`config.mk`:
```
export PLATFORM = sky130hd
export DESIGN_NAME = noc_crossbar
export DESIGN_NICKNAME = d
export VERILOG_FILES = /design/src/rtl/noc_crossbar.sv
export SDC_FILE = /design/constraint.sdc
export NUM_CORES = 1
export LEC_CHECK = 0
export ABC_CLOCK_PERIOD_IN_PS = 1000
export BUFFER_PORTS_ARGS = -buffer_cell sky130_fd_sc_hd__buf_2
export CAP_MARGIN = 20
export CORE_AREA = 5 5 106 108
export DETAILED_ROUTE_END_ITERATION = 8
export DIE_AREA = 0 0 111 113
export PLACE_DENSITY = 0.81
export SLEW_MARGIN = 20
export SYNTH_ARGS = -nofsm -noshare
export SYNTH_HDL_FRONTEND = slang
export SYNTH_SLANG_ARGS = --single-unit
```
`constraint.sdc`:
```
create_clock -name vclk -period 1
set_clock_uncertainty 0.05 [all_clocks]
set_input_delay 0.05 -clock vclk [all_inputs]
set_output_delay 0.05 -clock vclk [all_outputs]
set_load 0.01 [all_outputs]
```
`src/rtl/noc_crossbar.sv`:
```
// noc_crossbar: per-router switch-traversal crossbar.
// Each output independently selects one input flit (multicast allowed).
// Out-of-range selects produce the all-zero flit.
// Optional output register stage: define CROSSBAR_OUT_REG_EN to add one
// flop stage with 1-cycle latency and synchronous active-high reset.
// Without the macro the block is a purely combinational mux and clk/rst
// are unused.

package noc_params;
    localparam int VC_SIZE          = 4;
    localparam int DEST_ADDR_SIZE_X = 4;
    localparam int DEST_ADDR_SIZE_Y = 4;
    localparam int HEAD_PL_SIZE     = 20;
    localparam int FLIT_DATA_SIZE   = VC_SIZE + DEST_ADDR_SIZE_X
                                    + DEST_ADDR_SIZE_Y + HEAD_PL_SIZE;

    typedef enum logic [1:0] {
        HEAD     = 2'd0,
        BODY     = 2'd1,
        TAIL     = 2'd2,
        HEADTAIL = 2'd3
    } flit_label_t;

    typedef struct packed {
        logic [VC_SIZE-1:0]          vc_id;
        logic [DEST_ADDR_SIZE_X-1:0] x_dest;
        logic [DEST_ADDR_SIZE_Y-1:0] y_dest;
        logic [HEAD_PL_SIZE-1:0]     head_pl;
    } head_data_t;

    typedef union packed {
        head_data_t                head_data;
        logic [FLIT_DATA_SIZE-1:0] bt_pl;
    } flit_data_t;

    typedef struct packed {
        flit_label_t flit_label;
        flit_data_t  data;
    } flit_t;
endpackage

module noc_crossbar
    import noc_params::*;
#(
    parameter  int INPUT_NUM  = 4,
    parameter  int OUTPUT_NUM = 4,
    localparam int SEL_SIZE   = $clog2(INPUT_NUM)
) (
    input  logic                clk,
    input  logic                rst,
    input  flit_t               data_i [INPUT_NUM],
    input  logic [SEL_SIZE-1:0] sel_i  [OUTPUT_NUM],
    output flit_t               data_o [OUTPUT_NUM]
);

    // Reject configurations the select encoding cannot represent.
    if (INPUT_NUM < 2) begin : g_bad_inputs
        $error("noc_crossbar: INPUT_NUM must be >= 2");
    end
    if (OUTPUT_NUM < 1) begin : g_bad_outputs
        $error("noc_crossbar: OUTPUT_NUM must be >= 1");
    end

    flit_t data_d [OUTPUT_NUM];

    // Per-output AND-OR mux: an output takes input i only on an exact
    // select match, so unused select codes (and X selects) yield zero.
    always_comb begin
        for (int o = 0; o < OUTPUT_NUM; o++) begin
            // NOTE: assign a default before any conditional update so every
            // path writes data_d and no latch is inferred.
            data_d[o] = '0;
            for (int i = 0; i < INPUT_NUM; i++) begin
                if (sel_i[o] == SEL_SIZE'(i)) begin
                    data_d[o] = data_i[i];
                end
            end
        end
    end

`ifdef CROSSBAR_OUT_REG_EN
    flit_t data_q [OUTPUT_NUM];

    // Output register: capture the muxed flits every edge, clear on reset.
    always_ff @(posedge clk) begin
        for (int o = 0; o < OUTPUT_NUM; o++) begin
            // NOTE: sequential state uses non-blocking assignments so every
            // flop samples pre-edge values regardless of statement order.
            if (rst) begin
                data_q[o] <= '0;
            end else begin
                data_q[o] <= data_d[o];
            end
        end
    end

    assign data_o = data_q;
`else
    // clk and rst have no function in the combinational build.
    logic unused_clk_rst;
    assign unused_clk_rst = clk ^ rst;

    assign data_o = data_d;
`endif

endmodule

```
# --- Yosys cells after proc, flatten, opt, wreduce, memory -nomap -nowiden ---
# Index checks and enable logic that the tools add are counted.
# W data, S select, Z words.
op_classes:
  n_addsub: 0
  n_mul: 0
  div: 0
  n_lt_le_gt_ge: 0
  n_eq_ne: 12
  shift: 0
  muxes: 16
  n_bitwise: 0
  n_reduce_logical: 4
ops:
  columns: ["op", "count"]
  rows:
  - ["$mux W34", 16]
  - ["$eq A2 B2 Y1 const B", 8]
  - ["$eq A2 B1 Y1 const B", 4]
  - ["$logic_not A2 Y1", 4]
word_totals:
  ff_bits: 0
  latchBits: 0
  ram_bits: 0
  mem_bits_ro: 0
  input_bits: 146
  memories: 0

# --- Depth between registers and ports, before layout ---
depth:
  depth_word: 5
  mapped_depth: 3

# --- Least setup slack after synthesis ---
# Ideal clock, no wire load.
synth_path:
  path_type: "input-to-output"
  startpoint: "input port sel_i[4] (netlist name)"
  endpoint: "output port data_o[100] (netlist name)"
  t_arrival_ns: 0.854
  required_time_ns: 0.900
  path_slack_ns: 0.046
  cell_stages: 3
  path_buffers: 2
  path_cell_list: "buf_6 > buf_12 > mux4_2"
synth_lines:
  columns: ["element", "line_no", "rtl"]
  rows:
  - ["start: declaration", "52", "input logic [SEL_SIZE-1:0] sel_i [OUTPUT_NUM],"]
  - ["end: declaration", "53", "output flit_t data_o [OUTPUT_NUM]"]

==> qor.txt <==
Worst Path Arrival = 1.04 ns
Pre-antenna DRT Iters = 4
Placed cell count = 568
Net Sw Frac = 0.4008
# rows = 37
Power Dens Cells = 618.8 nW/µm²
Tcrit/Tclk final = 1.136
Crit path capture = data_o[119]
WL per Instance = 27.52 µm
P_sw = 1.531 mW
I/O Pins = 282
Multi-input logic area = 3063 µm²
Worst-path fanout max = 7
Failing checks = negative setup slack
Fin. max-slew vios = 0
Vias in the first global route = 4,019
Setup crit start = sel_i[6]
Synthesized net count = 314
Share of cells above drive strength 1 = 1.000
Grt total ovfl = 0
Worst rel slew slack = 0.8941
Leak Pwr = 2.591 nW
Vias/cell = 6.389
Initial core utilization = 0.3436
HP Class = in -> out
Buffers on Ports = 280
Final #Nets = 596
Synth cell types = 6
Sequential share of the synthesized area = 0
Seq pwr share = 0
Crit path time final = 1.136 ns
Detailed Route WL = 16.07 mm
Via count = 3,731
Setup crit start kind = input pin
Pint = 2.289 mW
Cells after Synth = 168
Post-Syn Area = 3483 µm²
Final hold slack = 0.4838 ns
Initial DRC count = 358
Pin count of the biggest net entering global routing = 21
Avg Inst Size Synth = 20.73 µm²
Pre-CTS setup slack = -0.2344 ns
Final setup vio count = 136
Crit Path Category = in -> out
Final Worst Setup Slack = -0.1360 ns
Initial antenna violation count = 0
Combinational Power Share = 1.000
Number of max-cap violations = 0
Die ar. = 12,540 µm²
CP endpoint kind = output pin
Fmax = 880.2 MHz
Final Hold Viols = 0
RSZ-0062 raised after global routing = yes
Hold buffer count at cts = 0
Leading cell type in the layout, fill and taps excluded = buf_2
Seq cells = 0
Residual DRC count = 0
First-pass GRT wire length = 22.94 mm
Clock buffers = 0
Antenna Nets Post-Route = 0
Most frequent cells in the layout = buf_2 (164), mux4_2 (136), buf_6 (112)
GRT Total Usage = 0.2288
Die width = 111 µm
FILL cells = 731
RePlAce Congestion = 0.8604
VDD IR max = 0.3885 mV
Post-CTS Setup Bufs = 0
Tightest Pin Transition = 0.1589 ns
Non-Filler Instances = 584
N_diodes = 0
Register area = 0 µm²
DIE HEIGHT = 113 µm
Syn. warnings = 0
Clock power share = 0
Core box area = 10,140 µm²
WP data required = 0.90 ns
Layout area overhead = 77.23%
Run status = complete, but fails checks
Post-detail-place hpwl = 10.81 mm
## worst min path at each step
stage                      from           to  cells after the start
detailed placement   data_i[33]   data_o[67]                      3
global route         data_i[44]  data_o[112]                      3
finish               data_i[10]  data_o[112]                      3
CTS                  data_i[13]   data_o[47]                      3
global placement     data_i[33]   data_o[67]                      3
floorplan           data_i[134]  data_o[100]                      1
## layer usage
layer,global-route usage,vias to the layer above,wire length (µm),share of wire
met5,0,-,0,0
met4,0.06568,0,600,0.037
met3,0.04278,48,1462,0.091
met2,0.4296,331,8762,0.55
met1,0.2666,1896,5247,0.33
li1,-,1456,-,-
## cells by family (layout without fill, tap and decap cells)
group | Yosys count | count (layout) | share of synthesized area
buf+inv | 32 | 312 | 0.1034
mux | 136 | 136 | 0.8966
## power groups by stage
| stage | sequential (mW) | combinational, mW | clock, mW |
|---|---|---|---|
| 6_report | 0 | 3.82 | 0 |
| 5_1_grt | 0 | 4.00 | 0 |
| 4_1_cts | 0 | 3.43 | 0 |
| 3_5_place_dp | 0 | 2.85 | 0 |
| 3_3_place_gp | 0 | 2.77 | 0 |
| 2_1_floorplan | 0 | 1.66 | 0 |
## area by class of cell
type	count	share of cell area
Multi-Input combinational cell	136	0.4961
Tap cell	136	0.02756
Timing Repair Buffer	312	0.4763
## through the flow
stage               TNS (ns)  power (mW)    util  instance area (µm²)
finish                -11.76       3.820  0.6089                 6173
global route          -15.09       4.005  0.6089                 6173
CTS                   -12.94       3.426  0.5629                 5707
detailed placement    -24.72       2.847  0.4946                 5015
global placement      -22.70       2.765  0.4946                 5015
floorplan                  0       1.657       -                 3483
## critical path: stages
cell    delay [ns]
buf_16        0.13
buf_12        0.15
mux4_2        0.55
buf_6         0.15
## what timing repair did
action	CTS	global route
setup endpoints to repair	136	136
gates cloned	11	5
resized for setup	107	60
## cell usage after synthesis
library cell / instances / area, µm²
mux4_1: 16 / 420.4
mux4_2: 120 / 2703
buf_6: 4 / 45.04
buf_2: 12 / 60.06
clkbuf_1: 4 / 15.01
buf_12: 12 / 240.2
(Power assumes the default switching activity.)
